File: src/rtl/cdb_arbiter_if.sv
// Bundle of the requester-side handshake and CDB broadcast signals for cdb_arbiter.
// slave = the arbiter; master = the requesters and the ROB/RS side that drive and observe it.
`ifndef Reg_Lock_Width
`define Reg_Lock_Width 5
`endif
`ifndef Data_Width
`define Data_Width 32
`endif
`ifndef Addr_Width
`define Addr_Width 32
`endif

interface cdb_arbiter_if #(
  parameter int N       = 3,
  parameter int ENTRY_W = `Reg_Lock_Width,
  parameter int DATA_W  = `Data_Width,
  parameter int ADDR_W  = `Addr_Width
);
  logic                 flush;
  logic [N-1:0]         req_valid;
  logic [N*ENTRY_W-1:0] req_entry;
  logic [N*DATA_W-1:0]  req_value;
  logic [N*ADDR_W-1:0]  req_addr;
  logic [N-1:0]         req_ready;
  logic [ENTRY_W-1:0]   cdb_entry;
  logic [DATA_W-1:0]    cdb_value;
  logic [ADDR_W-1:0]    cdb_addr;
  logic                 cdb_is_branch;
  logic [2:0]           grant_id;

  modport slave (
    input  flush, req_valid, req_entry, req_value, req_addr,
    output req_ready, cdb_entry, cdb_value, cdb_addr, cdb_is_branch, grant_id
  );

  modport master (
    output flush, req_valid, req_entry, req_value, req_addr,
    input  req_ready, cdb_entry, cdb_value, cdb_addr, cdb_is_branch, grant_id
  );
endinterface

File: src/rtl/cdb_arbiter.sv
// Round-robin common-data-bus arbiter: one requester wins per cycle, its payload is broadcast next cycle.
// Define CDB_BRANCH_PRIO_EN to restrict the search to branch requesters whenever any of them is valid.
`ifndef Reg_Lock_Width
`define Reg_Lock_Width 5
`endif
`ifndef Data_Width
`define Data_Width 32
`endif
`ifndef Addr_Width
`define Addr_Width 32
`endif
`ifndef Reg_No_Lock
`define Reg_No_Lock 5'd31
`endif

module cdb_arbiter #(
  parameter int                   N           = 3,
  parameter int                   ENTRY_W     = `Reg_Lock_Width,
  parameter int                   DATA_W      = `Data_Width,
  parameter int                   ADDR_W      = `Addr_Width,
  parameter logic [ENTRY_W-1:0]   NO_LOCK     = `Reg_No_Lock,
  parameter logic [N-1:0]         BRANCH_MASK = 3'b100
) (
  input  logic          clk,
  input  logic          rst,
  cdb_arbiter_if.slave  bus
);
  localparam int PTR_W = (N > 1) ? $clog2(N) : 1;

  logic [PTR_W-1:0]   rr_ptr;
  logic [PTR_W-1:0]   next_ptr;
  logic [N-1:0]       eligible;
  logic [N-1:0]       upper;
  logic [N-1:0]       pool;
  logic [N-1:0]       grant_vec;
  logic [2:0]         win_idx;
  logic               found;
  logic               handshake;
  logic [ENTRY_W-1:0] win_entry;
  logic [DATA_W-1:0]  win_value;
  logic [ADDR_W-1:0]  win_addr;
  logic               win_branch;

  always_comb begin
    // NOTE: every variable of a combinational block gets a default first, so no path infers a latch.
    eligible = bus.req_valid;
`ifdef CDB_BRANCH_PRIO_EN
    if (|(bus.req_valid & BRANCH_MASK)) eligible = bus.req_valid & BRANCH_MASK;
`endif
  end

  // Candidates at or above rr_ptr take precedence; otherwise wrap to the lowest index.
  always_comb begin
    upper     = '0;
    grant_vec = '0;
    win_idx   = '0;
    next_ptr  = rr_ptr;
    found     = 1'b0;
    for (int i = 0; i < N; i++) begin
      upper[i] = eligible[i] && (PTR_W'(i) >= rr_ptr);
    end
    pool = (|upper) ? upper : eligible;
    for (int i = 0; i < N; i++) begin
      if (pool[i] && !found) begin
        found        = 1'b1;
        grant_vec[i] = 1'b1;
        win_idx      = 3'(i);
        next_ptr     = (i == N - 1) ? '0 : PTR_W'(i + 1);
      end
    end
  end

  assign bus.req_ready = (rst || bus.flush) ? '0 : grant_vec;
  assign handshake     = |(bus.req_ready & bus.req_valid);

  always_comb begin
    win_entry  = '0;
    win_value  = '0;
    win_addr   = '0;
    win_branch = 1'b0;
    for (int i = 0; i < N; i++) begin
      if (grant_vec[i]) begin
        win_entry  = bus.req_entry[i*ENTRY_W +: ENTRY_W];
        win_value  = bus.req_value[i*DATA_W +: DATA_W];
        win_addr   = bus.req_addr[i*ADDR_W +: ADDR_W];
        win_branch = BRANCH_MASK[i];
      end
    end
  end

  // A tag of NO_LOCK from a requester passes through unchanged and simply reads as idle.
  always_ff @(posedge clk) begin
    // NOTE: sequential state uses <= so every flop samples pre-edge values regardless of statement order.
    if (rst) begin
      rr_ptr            <= '0;
      bus.cdb_entry     <= NO_LOCK;
      bus.cdb_value     <= '0;
      bus.cdb_addr      <= '0;
      bus.cdb_is_branch <= 1'b0;
      bus.grant_id      <= '0;
    end else if (handshake) begin
      rr_ptr            <= next_ptr;
      bus.cdb_entry     <= win_entry;
      bus.cdb_value     <= win_value;
      bus.cdb_addr      <= win_addr;
      bus.cdb_is_branch <= win_branch;
      bus.grant_id      <= win_idx;
    end else begin
      bus.cdb_entry     <= NO_LOCK;
    end
  end
endmodule

File: src/flat_wrapper.sv
// flat-port wrapper written by rule: the top's interface ports become plain ports
module cdb_arbiter_flat 
#(
  parameter int                   N           = 3,
  parameter int                   ENTRY_W     = `Reg_Lock_Width,
  parameter int                   DATA_W      = `Data_Width,
  parameter int                   ADDR_W      = `Addr_Width,
  parameter logic [ENTRY_W-1:0]   NO_LOCK     = `Reg_No_Lock,
  parameter logic [N-1:0]         BRANCH_MASK = 3'b100
)
  (clk, rst, bus_flush, bus_req_valid, bus_req_entry, bus_req_value, bus_req_addr, bus_req_ready, bus_cdb_entry, bus_cdb_value, bus_cdb_addr, bus_cdb_is_branch, bus_grant_id);
  cdb_arbiter_if #(.N(N), .ENTRY_W(ENTRY_W), .DATA_W(DATA_W), .ADDR_W(ADDR_W)) bus_i ();
  input  logic clk;
  input  logic rst;
  input wire logic [$bits(bus_i.flush)-1:0] bus_flush;
  input wire logic [$bits(bus_i.req_valid)-1:0] bus_req_valid;
  input wire logic [$bits(bus_i.req_entry)-1:0] bus_req_entry;
  input wire logic [$bits(bus_i.req_value)-1:0] bus_req_value;
  input wire logic [$bits(bus_i.req_addr)-1:0] bus_req_addr;
  output wire logic [$bits(bus_i.req_ready)-1:0] bus_req_ready;
  output wire logic [$bits(bus_i.cdb_entry)-1:0] bus_cdb_entry;
  output wire logic [$bits(bus_i.cdb_value)-1:0] bus_cdb_value;
  output wire logic [$bits(bus_i.cdb_addr)-1:0] bus_cdb_addr;
  output wire logic [$bits(bus_i.cdb_is_branch)-1:0] bus_cdb_is_branch;
  output wire logic [$bits(bus_i.grant_id)-1:0] bus_grant_id;
  assign bus_i.flush = bus_flush;
  assign bus_i.req_valid = bus_req_valid;
  assign bus_i.req_entry = bus_req_entry;
  assign bus_i.req_value = bus_req_value;
  assign bus_i.req_addr = bus_req_addr;
  assign bus_req_ready = bus_i.req_ready;
  assign bus_cdb_entry = bus_i.cdb_entry;
  assign bus_cdb_value = bus_i.cdb_value;
  assign bus_cdb_addr = bus_i.cdb_addr;
  assign bus_cdb_is_branch = bus_i.cdb_is_branch;
  assign bus_grant_id = bus_i.grant_id;
  cdb_arbiter #(.N(N), .ENTRY_W(ENTRY_W), .DATA_W(DATA_W), .ADDR_W(ADDR_W), .NO_LOCK(NO_LOCK), .BRANCH_MASK(BRANCH_MASK)) u_core (.clk(clk), .rst(rst), .bus(bus_i));
endmodule
File: config.mk
export PLATFORM = sky130hd
export DESIGN_NAME = cdb_arbiter_flat
export DESIGN_NICKNAME = d
export VERILOG_FILES = /design/src/rtl/cdb_arbiter_if.sv /design/src/rtl/cdb_arbiter.sv /design/src/flat_wrapper.sv
export SDC_FILE = /design/constraint.sdc
export NUM_CORES = 1
export LEC_CHECK = 0
export CORE_ASPECT_RATIO = 0.5
export CORE_MARGIN = 3
export CORE_UTILIZATION = 30
export DETAILED_ROUTE_END_ITERATION = 7
export PLACE_DENSITY_LB_ADDON = 0.25
export SLEW_MARGIN = 20
export SYNTH_ARGS = -nofsm -noshare
export SYNTH_HDL_FRONTEND = slang
export SYNTH_SLANG_ARGS = --single-unit
File: constraint.sdc
create_clock -name clk -period 3 [get_ports clk]
set_input_delay 0.3 -clock clk [delete_from_list [all_inputs] [get_ports clk]]
set_output_delay 0.3 -clock clk [all_outputs]
set_load 0.02 [all_outputs]
==> run metrics <==
Fmax achieved=around 0.4 GHz; Avg Cell Area, Syn=around 9.9 um^2; Congestion Overflow GR=0; vias in the first global route=about 4,700; outcome=finished clean; Util after Layout=about 57%; iteration-0 DRC count of the detailed router=between 300 and 400; largest family of logic cells by synthesized area=compound AO/OA/AOI/OAI gates; post_cts resized=0; Post-DP Area=roughly 0.0072 mm^2; static leakage=2.53 nW; first-pass GRT wire length=between 20 and 30 mm; WP data arrival=2.20 ns; crit path max fanout=4; Largest delay share family, worst path=buffers and inverters; DIE HEIGHT=roughly 90 um; synthesized area=between 0.004 and 0.005 mm^2; DRC Markers=0; Tcrit/Tclk final=approximately 83%; most common cell after layout, fill and taps aside=clkdlybuf4s50_1; hpwl dp=11.3 mm; VDD IR max=around 0.26 mV; synth top area cells=dfxtp_1 35%, a211oi_2 19%, a22oi_2 18%; Initial Utilization=between 30% and 40%; Core Footprint=0.0132 mm^2; measured slew at the worst slew-check pin=about 0.93 ns; Die Width=roughly 170 um; Ys Warns=0; fill cell count=~1,100; Vias per Instance=between 5 and 6; Worst Setup Path Type=in -> out; die area=around 0.016 mm^2; Syn Nets=roughly 640; count of input and output buffers=around 290; routed wire length=roughly 17 mm; Clock Skew=around 0.0046 ns; Syn Inst Count=426; total power=roughly 0.0033 W; RSZ-0062 raised after global routing=false; most frequent CP cell=clkdlybuf4s50_1; RePlAce Congestion=between 0.7 and 0.8; number of library cell types mapped by synthesis=26; critical-path cell list=clkdlybuf4s50_1 > or2_4 > a221oi_4 > and2_1 > clkdlybuf4s50_1; slowest stage delay, CP=about 0.62 ns; Finished Cell Area=between 0.007 and 0.008 mm^2; I/O pin count=around 290; largest net degree at the start of global routing=71; Setup Buffers After CTS=0; CTS Buf Count=9; CTS Root Cell=clkbuf_16; simple-gate share of the synthesized area=a little over 8%; Setup crit end kind=output port; P&R area growth vs syn=77.8%; CP Launch Type=input pin; Synth Area in XOR/XNOR=0%; clock sink total=73; DR WL/cell=around 19 um; dominant cell type by area after synthesis=dfxtp_1; Final ANT Viol Nets=0; most frequent cells in the layout=286 x clkdlybuf4s50_1, 73 x dfxtp_1, 68 x nor2_1; MaxCap Viol Count=0; CTS Buffer Depth=2; clock latency on the worst-skew pair=~0.32 ns; relative slew slack=a little under two fifths; CTS tree=done; Pwr Density=around 440 mW/mm^2; adder-cell share of the synthesized area=0%; initial antenna violation count=0; post-synth top area share=a little over a third; Clock transition at path regs=around 0.060 ns; Seq/Total Area, Yosys=about a third; # H-tree levels=3; DR vias=about 4,500; Synth Area in Compound Gates=50.6%; GRT Util Overall=about a fifth; Required @ worst endpoint=between 2 and 3 ns; final slew viol count=0; Finish-stage setup viols=0; worst hold path type=in -> reg; CP bufs+invs=2; fin crit period=around 2.5 ns; Slowest-stage cell, CP=clkdlybuf4s50_1; Final Hold Vio Count=0; num rows=29; diodes inserted=0; Synth Register Bits=73; mux cell area share after synthesis=0%; Pre-antenna DRT Iters=4; setup tns final=0 ns; Post-layout nets=893; share of layout cells above drive strength 1=22.3%; Hold Buf Count CTS=0
synthesized netlist by cell type (all sizes together):
cell type  instances
inv                2
buf               15
dfxtp             73
o21a               2
conb               1
a21oi              7
nand2              7
a211oi            64
a31oi             64
a22oi             66
a221oi             1
o21ai              2
or2                1
nor2              68
and3               1
nand3              1
clkbuf            39
and2               2
o31a               1
a32oi              5
nor2b              3
nor3b              1
power breakdown:
group	internal [W]	switching, W
Sequential	0.00105	0.0000428
Combinational	0.000562	0.000495
Clock	0.000729	0.000413
per-stage QoR:
step                      cells  hold slack, ns  worst slack [ns]
after floorplan             426           0.410              1.23
after global placement      854           0.446             0.450
after detailed placement    854           0.453             0.376
after CTS                   870           0.342             0.495
after global routing        871           0.354             0.445
final                       871           0.352             0.496
per-layer routing:
layer  vias up  GRT usage (%)  wire length [um]
met1      2215           24.9              6980
met2       146           37.1              8490
met5         -              0                 0
met4         0           5.15               290
met3        22           5.35               878
li1       2164              -                 -
layout make-up:
type	instances	area, um^2	area share, %
inverter	2	7.51	0.100
clock inverter	3	65.1	0.869
sequential	73	1460	19.5
multi-input combinational	297	2500	33.4
tap	186	233	3.11
timing repair buffer	297	2980	39.8
clock buffer	13	240	3.21
kinds of logic after synthesis:
kind of cell / count (synthesis)
AO/OA/AOI/OAI: 212
flip-flops: 73
buffers and inverters: 56
AND/OR/NAND/NOR: 84
other: 1
sequential cells by signal, summed over array words and instances, names as in the netlist:
signal and cells:
u_core.rr_ptr 2, u_core.bus.cdb_entry 5, u_core.bus.cdb_addr 32, u_core.bus.cdb_is_branch 1, u_core.bus.grant_id 1, u_core.bus.cdb_value 32
worst paths after layout:
check	startpoint	end	slack [ns]	depth (start not counted)
worst min-delay path	rst	u_core.bus.cdb_value[24]$_SDFFE_PP0P_	0.35	2
worst min register to register	u_core.bus.grant_id[0]$_SDFFE_PP0P_	u_core.bus.grant_id[0]$_SDFFE_PP0P_	0.46	2
worst max-delay path	bus_req_valid[1]	bus_req_ready[0]	0.50	5
worst max register to register	u_core.rr_ptr[1]$_SDFFE_PP0P_	u_core.bus.cdb_value[0]$_SDFFE_PP0P_	0.89	6
No activity file was read; power rests on OpenSTA's default activity.
